## src/rtl/serial_word_comparator_ctrl.sv

```systemverilog
// rtl/serial_word_comparator_ctrl.sv - MSB-first word compare sequencer driving one shared 1-bit comparator
module serial_word_comparator_ctrl #(
  parameter int WIDTH = 8
) (
  input  logic             clk,
  input  logic             rst,
  input  logic             start,
  input  logic [WIDTH-1:0] a,
  input  logic [WIDTH-1:0] b,
  output logic             cmp_a,
  output logic             cmp_b,
  input  logic [2:0]       cmp_y,
  output logic             busy,
  output logic             done,
  output logic [2:0]       y,
  output logic             err
);

  localparam int IW = $clog2(WIDTH);

  localparam logic [2:0] Y_GT = 3'b100;
  localparam logic [2:0] Y_LT = 3'b010;
  localparam logic [2:0] Y_EQ = 3'b001;

  typedef enum logic [1:0] {
    IDLE    = 2'd0,
    COMPARE = 2'd1,
    DONE    = 2'd2
  } state_t;

  state_t          state;
  state_t          state_nxt;
  logic            accept;
  logic [WIDTH-1:0] a_reg;
  logic [WIDTH-1:0] b_reg;
  logic [IW-1:0]   idx;
  logic            last_bit;

  assign last_bit = (idx == '0);

  // State register; reset aborts any in-flight comparison without a done pulse
  always_ff @(posedge clk) begin
    if (rst) begin
      state <= IDLE;
    end else begin
      state <= state_nxt;
    end
  end

  // Next-state logic: decide on first unequal bit, illegal code, or after the LSB
  always_comb begin
    state_nxt = state;
    accept    = 1'b0;
    case (state)
      IDLE: begin
        if (start) begin
          state_nxt = COMPARE;
          accept    = 1'b1;
        end
      end
      COMPARE: begin
        case (cmp_y)
          Y_GT, Y_LT: state_nxt = DONE;
          Y_EQ:       state_nxt = last_bit ? DONE : COMPARE;
          default:    state_nxt = DONE;
        endcase
      end
      DONE: begin
        if (start) begin
          state_nxt = COMPARE;
          accept    = 1'b1;
        end else begin
          state_nxt = IDLE;
        end
      end
      default: state_nxt = IDLE;
    endcase
  end

  // Operand capture, bit index walk and result/error registration
  always_ff @(posedge clk) begin
    if (rst) begin
      a_reg <= '0;
      b_reg <= '0;
      idx   <= '0;
      y     <= 3'b000;
      err   <= 1'b0;
    end else if (accept) begin
      a_reg <= a;
      b_reg <= b;
      idx   <= IW'(WIDTH - 1);
      y     <= 3'b000;
      err   <= 1'b0;
    end else if (state == COMPARE) begin
      case (cmp_y)
        Y_GT, Y_LT: y <= cmp_y;
        Y_EQ: begin
          if (last_bit) begin
            y <= Y_EQ;
          end else begin
            idx <= idx - 1'b1;
          end
        end
        default: begin
          y   <= 3'b000;
          err <= 1'b1;
        end
      endcase
    end
  end

  // Comparator inputs are only driven while comparing so the shared cell sees zeros otherwise
  always_comb begin
    cmp_a = 1'b0;
    cmp_b = 1'b0;
    if (state == COMPARE) begin
      cmp_a = a_reg[idx];
      cmp_b = b_reg[idx];
    end
  end

  assign busy = (state == COMPARE);
  assign done = (state == DONE);

endmodule

```

## config.mk

```make
export PLATFORM = sky130hd
export DESIGN_NAME = serial_word_comparator_ctrl
export DESIGN_NICKNAME = d
export VERILOG_FILES = /design/src/rtl/serial_word_comparator_ctrl.sv
export SDC_FILE = /design/constraint.sdc
export NUM_CORES = 1
export LEC_CHECK = 0
export CELL_PAD_IN_SITES_DETAIL_PLACEMENT = 1
export CELL_PAD_IN_SITES_GLOBAL_PLACEMENT = 1
export CORE_UTILIZATION = 35
export DETAILED_ROUTE_END_ITERATION = 10
export HOLD_SLACK_MARGIN = 0.05
export PLACE_DENSITY = 0.78
export SLEW_MARGIN = 20
export SYNTH_ARGS = -nofsm -noshare
export SYNTH_HDL_FRONTEND = slang
export SYNTH_SLANG_ARGS = --single-unit
```

## constraint.sdc

```tcl
create_clock -name clk -period 1.8 [get_ports clk]
set_input_delay 0.54 -clock clk [delete_from_list [all_inputs] [get_ports clk]]
set_output_delay 0.54 -clock clk [all_outputs]
set_load 0.01 [all_outputs]
```

==> results.md <==
* Status: finished, violations left
* Failing checks: setup timing
* CP Capture Type: output pin
* I/O Buffers at 29
* Final WL at 3210 um
* Number of nets with antenna violations after routing at 0
* Worst Hold Path Cells at 2
* Cell area after synthesis at 1140 um^2
* Grt total ovfl at 0
* Share of layout cells above drive strength 1 at 26.9%
* Worst clock skew at 0.00749 ns
* Width of the die at 59.1 um
* Overall Global Routing Usage at 21.1%
* FF-to-FF End: idx[2]$_SDFFE_PP0P_
* Num CTS Buffers at 3
* Met3 WL post-DR at 77 um
* Synth-to-Final Area Change at 46.6%
* Core Box Area at 3080 um^2
* DR top layer: met4
* Final Wtd Congestion at 0.766
* Via count at 1109
* Final min period at 2.17 ns
* Cell accounting for the most synthesized area: dfxtp_1
* Rows at 20
* Die height at 59.1 um
* Max Root-Sink Buffers at 2
* Largest cells by area after synthesis: dfxtp_1 44%, nand2_1 11%, a21oi_1 8.8%
* Worst Path Class, Setup: reg -> out
* Worst EP arrival at 1.63 ns
* Commonest non-fill, non-tap cell in the layout: nand2_1
* Yosys cell types at 26
* Final net count at 200
* Synth Warn # at 0
* Antenna diodes at 0
* Sequential fraction of the synthesis area at 43.9%
* DR iter-0 viols at 32
* H-tree levels at 1
* Clk Latency, worst-skew pair at 0.33 ns
* Final Max Tran Viols at 0
* Critical R2R Launch: idx[0]$_SDFFE_PP0P_
* First-pass GRT wire length at 5380 um
* Initial antenna violation count at 0
* Pleak at 0.711 nW
* Leading cell types in the layout, fill and taps excluded: 34 x nand2_1, 21 x clkdlybuf4s50_1, 20 x a21oi_1, 20 x dfxtp_1, 17 x buf_4
* Peak VDD IR at 0.523 mV
* Fin crit share at 121%
* Wire per inst at 14.6 um
* Mapped Cells at 131
* Clock root buffer master: clkbuf_4
* R2r setup slk at 0 ns
* Worst hold-check path type: reg -> reg
* Worst slew pin tran at 0.440 ns
* Routed wl met2 at 1780 um
* CP required at 1.26 ns
* Top Ports at 30
* Synthesized Nets at 155
* Final Instance Count excl. Fillers at 219
* Final worst slack at -0.371 ns
* Crit path launch type: flop
* Max_cap viols at 0
* Final instance area at 1670 um^2
* Clock transition at path regs at 0.14 ns
* Fmax at 461 MHz
* Critical path startpoint: idx[0]$_SDFFE_PP0P_
* Util after Layout at 54.3%
* Finish-stage setup viols at 2
* DR DRC count at 0
* Die area at 3490 um^2
* Hold Vio Cnt, Final at 0
* Min-delay src: err$_SDFFE_PP0P_
* Instance area at placement at 1570 um^2
* Worst setup path end: cmp_a
* Initial Util at 37.1%
* # clock sinks at 25
* Worst reg2reg path depth at 8
* CP max FO at 2
* Pwr Density at 682 nW/um^2
* Yosys top cell area share at 43.9%
* HPWL after DPL at 2440 um
* Number of cells after detailed placement at 211
* RSZ-0062 raised after global routing: yes
* Vias/cell at 5.06
* Pin count of the biggest net entering global routing at 16
* Syn Area/Cell at 8.71 um^2
* #FFs+latches synth at 25
* Number of global-route vias before repair at 1191
* Slew headroom at 70.6%
* TritonCTS clock tree: built
* Pre-CTS setup slack at -0.414 ns
* Pre-antenna DRT Iters at 4
* Met1 wire length at 1320 um
==> power by group <==
part / internal (W) / switching (W)
Sequential: 0.000585 / 0.0000224
Clock: 0.0000850 / 0.000180
Combinational: 0.000148 / 0.000120
==> synth_stat cells <==
| master | instances |
|---|---|
| a211oi_1 | 1 |
| a21oi_1 | 20 |
| a311oi_1 | 2 |
| a311oi_2 | 1 |
| a31oi_1 | 2 |
| and3_4 | 1 |
| buf_2 | 5 |
| clkbuf_1 | 4 |
| dfxtp_1 | 25 |
| ha_1 | 2 |
| inv_1 | 3 |
| inv_2 | 1 |
| mux2i_1 | 2 |
| mux4_2 | 4 |
| nand2_1 | 34 |
| nand2b_1 | 5 |
| nand3_1 | 4 |
| nand4_1 | 1 |
| nor2_1 | 5 |
| nor2b_1 | 3 |
| nor3b_4 | 1 |
| o221a_2 | 1 |
| o221ai_1 | 1 |
| o311a_1 | 1 |
| or3_1 | 1 |
| xnor2_1 | 1 |
==> cell families (layout without fill, tap and decap cells) <==
family                   count (synthesis)  in the layout  synth area share, %
multiplexers                             6              6                 9.65
flip-flops                              25             25                 43.9
AND/OR/NAND/NOR                         55             55                 22.7
AO/OA/AOI/OAI                           29             29                 16.0
buffers and inverters                   13             57                 4.82
adder cells (fa/ha/maj)                  2              2                 2.19
XOR/XNOR                                 1              1                0.768
==> worst min path at each step <==
stage | endpoint | slack, ns
floorplan | a_reg[2]$_SDFFE_PP0P_ | 0.43
global placement | err$_SDFFE_PP0P_ | 0.44
detailed placement | a_reg[1]$_SDFFE_PP0P_ | 0.45
CTS | a_reg[1]$_SDFFE_PP0P_ | 0.47
global route | err$_SDFFE_PP0P_ | 0.49
finish | err$_SDFFE_PP0P_ | 0.46
==> worst max-delay path: stages, from the launching register on <==
cell and delay, ns:
dfxtp_4 0.39, buf_12 0.10, mux4_2 0.48, mux2i_1 0.14, nor2_1 0.06, buf_2 0.13
==> per-layer routing <==
layer  GRT usage (%)  vias up
li1                -      537
met1            22.9      550
met2            41.6       18
met3            3.28        4
met4            6.12        0
met5               0        -
==> timing repair <==
| action | 4_1_cts | 5_1_grt |
|---|---|---|
| buffers inserted | 3 | 1 |
| cloned | 0 | 0 |
| hold buffers | 0 | 0 |
| gates resized for setup | 20 | 12 |
| pin swaps | 0 | 0 |
| setup endpoints to repair | 6 | 12 |
==> area by class of cell <==
cell class | count | area [um^2]
fillers | 370 | 1410
well taps | 44 | 55.1
flip-flops and latches | 25 | 509
inverters | 4 | 15.0
clock inverters | 1 | 7.51
multi-input cells | 93 | 613
repair buffers | 49 | 450
clock buffers | 3 | 22.5
==> through the flow <==
stage	hold slack [ns]	TNS, ns	total power (W)
after floorplan	0.433	0	0.000735
after global placement	0.439	-1.07	0.000845
after detailed placement	0.450	-1.88	0.000859
after CTS	0.469	-0.763	0.00114
after global routing	0.487	-0.947	0.00120
final	0.460	-0.738	0.00114
Power figures use the tool's default switching activity.
